**src/rtl/wb_arbiter.sv**
```systemverilog
// wb_arbiter: round-robin writeback arbiter for the Raisin64 core.
// NUM_UNITS execution units share one register-file write port. The winning
// result is registered for one cycle and drives the register-file write port
// together with the pending-register-table free port, so a destination is
// marked not-busy in the same cycle its value is written.
module wb_arbiter #(
    parameter int NUM_UNITS = 4,
    parameter int DATA_W    = 64
) (
    input  logic                        clk,
    input  logic                        rst_n,
    input  logic [NUM_UNITS-1:0]        wb_valid,
    input  logic [6*NUM_UNITS-1:0]      wb_rn,
    input  logic [DATA_W*NUM_UNITS-1:0] wb_data,
    output logic [NUM_UNITS-1:0]        wb_ready,
    input  logic                        rf_stall,
    output logic                        rf_we,
    output logic [5:0]                  rf_waddr,
    output logic [DATA_W-1:0]           rf_wdata,
    output logic [5:0]                  free_rn
);

    localparam int PTR_W = (NUM_UNITS > 1) ? $clog2(NUM_UNITS) : 1;

    // Unit that gets first look at the write port in the next arbitration.
    logic [PTR_W-1:0]  rr_ptr_q, rr_ptr_d;

    // Registered write-port / free-port stage.
    logic              rf_we_q, rf_we_d;
    logic [5:0]        rf_waddr_q, rf_waddr_d;
    logic [DATA_W-1:0] rf_wdata_q, rf_wdata_d;
    logic [5:0]        free_rn_q, free_rn_d;

    // One-hot grant; doubles as the transfer strobe because a grant bit is
    // only ever raised for a unit whose request is valid.
    logic [NUM_UNITS-1:0] grant;
    logic [PTR_W-1:0]     scan_idx;
    logic                 found;

    // Scan upward from rr_ptr (wrapping) and grant the first valid unit.
    // Grants are suppressed during reset so a request seen while rst_n is low
    // is never acknowledged.
    always_comb begin
        // NOTE: every signal written here gets a default first, so no path
        // through the block leaves it unassigned and no latch is inferred.
        grant    = '0;
        scan_idx = '0;
        found    = 1'b0;
        if (rst_n && !rf_stall) begin
            for (int k = 0; k < NUM_UNITS; k++) begin
                scan_idx = PTR_W'((int'(rr_ptr_q) + k) % NUM_UNITS);
                if (!found && wb_valid[scan_idx]) begin
                    grant[scan_idx] = 1'b1;
                    found           = 1'b1;
                end
            end
        end
    end

    assign wb_ready = grant;

    // Next-state for the pointer and output stage: capture the winner, or
    // idle the write enable and free port while address/data hold.
    always_comb begin
        rr_ptr_d   = rr_ptr_q;
        rf_we_d    = 1'b0;
        free_rn_d  = 6'd0;
        rf_waddr_d = rf_waddr_q;
        rf_wdata_d = rf_wdata_q;
        for (int i = 0; i < NUM_UNITS; i++) begin
            if (grant[i]) begin
                rr_ptr_d   = PTR_W'((i + 1) % NUM_UNITS);
                rf_waddr_d = wb_rn[6*i +: 6];
                rf_wdata_d = wb_data[DATA_W*i +: DATA_W];
                free_rn_d  = wb_rn[6*i +: 6];
                // r0 is hardwired: the handshake completes but nothing is written.
                rf_we_d    = (wb_rn[6*i +: 6] != 6'd0);
            end
        end
    end

    // State registers with asynchronous active-low reset.
    always_ff @(posedge clk or negedge rst_n) begin
        if (!rst_n) begin
            rr_ptr_q   <= '0;
            rf_we_q    <= 1'b0;
            rf_waddr_q <= 6'd0;
            rf_wdata_q <= '0;
            free_rn_q  <= 6'd0;
        end else begin
            // NOTE: sequential state uses non-blocking assignments so every
            // flop samples its _d value from before this clock edge.
            rr_ptr_q   <= rr_ptr_d;
            rf_we_q    <= rf_we_d;
            rf_waddr_q <= rf_waddr_d;
            rf_wdata_q <= rf_wdata_d;
            free_rn_q  <= free_rn_d;
        end
    end

    assign rf_we    = rf_we_q;
    assign rf_waddr = rf_waddr_q;
    assign rf_wdata = rf_wdata_q;
    assign free_rn  = free_rn_q;

endmodule

```
**config.mk**
```make
export PLATFORM = sky130hd
export DESIGN_NAME = wb_arbiter
export DESIGN_NICKNAME = d
export VERILOG_FILES = /design/src/rtl/wb_arbiter.sv
export SDC_FILE = /design/constraint.sdc
export NUM_CORES = 1
export LEC_CHECK = 0
export BUFFER_PORTS_ARGS = -buffer_cell sky130_fd_sc_hd__clkbuf_2
export CAP_MARGIN = 10
export CORE_AREA = 5 5 139 141
export DETAILED_ROUTE_END_ITERATION = 12
export DIE_AREA = 0 0 144 146
export PLACE_DENSITY_LB_ADDON = 0.08
export REMOVE_ABC_BUFFERS = 1
export SYNTH_ARGS = -nofsm -noshare
export SYNTH_HDL_FRONTEND = slang
export SYNTH_SLANG_ARGS = --single-unit
```
**constraint.sdc**
```tcl
create_clock -name clk -period 4 [get_ports clk]
set_clock_uncertainty 0.2 [all_clocks]
set_input_delay 0.2 -clock clk [delete_from_list [all_inputs] [get_ports clk]]
set_output_delay 0.2 -clock clk [all_outputs]
set_load 0.02 [all_outputs]
```
==> reports/metrics.yaml <==
timing:
  period_share: 0.930
  worst_pin_slew_ns: 0.574
  hold_viol: 0
  finalSetupViolCount: 0
  rsz0062_at_grt: "false"
  slew_violations: 0
  slew_headroom: 0.615
  fmax_mhz: 269
  final.min_clock_period_ns: 3.72
grt:
  grt_first_pass_wirelength_um: 35400
  grt_max_degree: 69
  grt_antenna_before_repair: 0
  grt_overflow: 0
  first_global_vias: 6516
  track_usage: 0.213
cells_and_area:
  num-nets-final: 1288
  layout_commonest_cell: "clkbuf_2"
  area_growth_pct: 48.9
  fin_cells: 1227
  multi_input_area_um2: 3650
  fillers: 1692
  drive_above_1_share: 0.540
  n_antenna_cell: 0
  register_area_um2: 1980
  final_cell_mix: "clkbuf_2 (366), nand2_1 (80), dfrtp_1 (79)"
logic_synthesis:
  yosys_warnings: 0
  ys_types: 48
  ys_seq_area_frac: 0.325
  synth_edf_count: 0
  synthDominantCellAreaShare: 0.325
  synth_area_leaders: "dfrtp_1 (33%), a221oi_2 (16%), o31ai_2 (13%)"
  synth.avg_cell_area_um2: 10.4
  synth_ff_type: "dfrtp_1"
  ys_seq_elements: 79
  synth_area_leader_cell: "dfrtp_1"
  synth_area_um2: 6080
  synth_cells: 585
  synthArstFlopShare: 1.00
critical_path:
  endpoint_kind: "flop"
  r2r-start: "rr_ptr_q[1]"
  crit_arrival_ns: 3.73
  critical_path_class: "flop to flop"
  reg2reg_to: "rf_wdata[7]"
  cp_max_fo: 25
  crit_path_start_kind: "flop"
  cp.required_ns: 4.01
  r2r_cells: 11
  r2r_slack_ns: 0.28
power_and_ir_drop:
  intPower_mw: 3.54
  power_leakage_nw: 4.84
  powerDensity_nw_per_um2: 747
  power_switching_mw: 3.22
  finalPower_mw: 6.76
  p_clk_frac: 0.125
  swShare: 0.477
  power.share.sequential: 0.212
  ir_worst_vdd_v: 0.000694
  combPwrFrac: 0.664
min_path:
  holdPathStages: 3
  hp-class: "input pin to flop"
  worstHoldStart: "wb_rn[17]"
  hold_path_end: "rf_we"
clock_tree:
  cts_setup_buffers: 0
  numCtsBuffers: 9
  htree_levels: 3
  clk-insertion-delay-late_ns: 0.34
  clock_sinks: 79
  clockBufferDepth: 2
  root_buffer: "clkbuf_16"
  clkTransAtPathRegs_ns: 0.06
  cts_tree: "built"
floorplan:
  coreArea_um2: 17800
  pin_count: 368
  chipWidth_um: 144
  fp-row-count: 49
  dieArea_um2: 21000
  start_util: 0.341
  die_h_um: 146
detailed_routing:
  dr_total_vias: 6207
  viasPerCell: 5.06
  first_pass_iters: 4
  wl_per_cell_um: 18.8
  route.antenna.remaining_nets: 0
  drc: 0
  drt-initial-drc-count: 207
  wl_um: 23100
status:
  outcome: "finished clean"
run:
  max-cap-violations: 0
place:
  routabilityCongestion: 0.873
  hpwlAfterDp_um: 17800
  port_buffers: 367
  placedCellCount: 1137
## stage by stage
step / setup slack (ns) / hold slack, ns / setup TNS [ns] / utilization / area [um2]
floorplan: -10.67 / -0.296 / -747.70 / - / 5620
global placement: 0.361 / 0.154 / 0 / 0.448 / 7990
detailed placement: 0.285 / 0.166 / 0 / 0.448 / 7990
CTS: 0.269 / 0.0116 / 0 / 0.507 / 9040
global route: 0.0675 / 0.0124 / 0 / 0.507 / 9040
finish: 0.279 / 0.0213 / 0 / 0.507 / 9040
## cells in the mapped netlist, types with 5 or more instances
library cell / n
o22ai_1: 5
buf_12: 7
nor2_1: 72
buf_2: 20
buf_6: 5
nand2_1: 80
buf_4: 11
a21o_1: 66
nand2b_1: 5
ha_1: 7
a221oi_2: 63
dfrtp_1: 79
a221oi_1: 7
o31ai_2: 64
nand3_1: 5
o21ai_1: 5
clkbuf_1: 16
mux2i_1: 7
## state kept, by name, indices dropped and copies added, names as in the netlist
| signal | flops |
|---|---|
| rf_waddr | 6 |
| rf_wdata | 64 |
| rf_we | 1 |
| rr_ptr_q | 2 |
| free_rn | 6 |
## area by class of cell
type	count	area share
Multi-Input combinational cell	441	0.404
Timing Repair Buffer	458	0.311
Clock buffer	11	0.0279
Clock inverter	4	0.00498
Inverter	5	0.00207
Sequential cell	79	0.219
Tap cell	229	0.0317
## routing by layer
layer | vias up | share of wire | global-route usage
met5 | - | 0 | 0
met4 | 0 | 0.022 | 0.0584
met3 | 28 | 0.072 | 0.0565
met2 | 226 | 0.51 | 0.373
met1 | 2901 | 0.39 | 0.255
li1 | 3052 | - | -
## cells by family after synthesis
logic type | share of synthesized area
multiplexers | 0.0264
adder cells (fa/ha/maj) | 0.0144
AND/OR/NAND/NOR | 0.130
buffers and inverters | 0.0778
AO/OA/AOI/OAI | 0.426
flip-flops | 0.325
## critical path, stage by stage, from the launching register on
cell and delay, ns:
dfrtp_1 0.53, inv_1 0.17, ha_1 0.46, mux4_2 0.42, a211o_1 0.29, a31oi_1 0.22, or3_4 0.29, inv_2 0.18
buf_4 0.28, a21o_1 0.19, a221oi_2 0.25, o31ai_2 0.10
## power by group through the flow
stage | Clock, mW | Combinational [mW] | Sequential [mW]
after floorplan | 0 | 2.24 | 1.87
after global placement | 0 | 4.47 | 1.43
after detailed placement | 0 | 4.48 | 1.43
after CTS | 0.869 | 4.53 | 1.43
after global routing | 0.908 | 4.87 | 1.48
final | 0.843 | 4.49 | 1.43
## how the worst max path moves through the flow
| stage | start | cells after the start | to |
|---|---|---|---|
| 2_1_floorplan | rr_ptr_q[0] | 8 | rf_wdata[0] |
| 3_3_place_gp | rr_ptr_q[1] | 11 | rf_wdata[31] |
| 3_5_place_dp | rr_ptr_q[1] | 11 | rf_wdata[31] |
| 4_1_cts | rr_ptr_q[1] | 10 | rf_waddr[3] |
| 5_1_grt | rr_ptr_q[1] | 11 | rf_wdata[31] |
| 6_report | rr_ptr_q[1] | 11 | rf_wdata[7] |
## repair_timing
item / in CTS / in global routing
setup endpoints to repair: 0 / 53
hold buffers: 75 / 0
endpoints found under the hold margin: 113 / 0
resized for setup: 0 / 1
No activity file was read; power rests on OpenSTA's default activity.
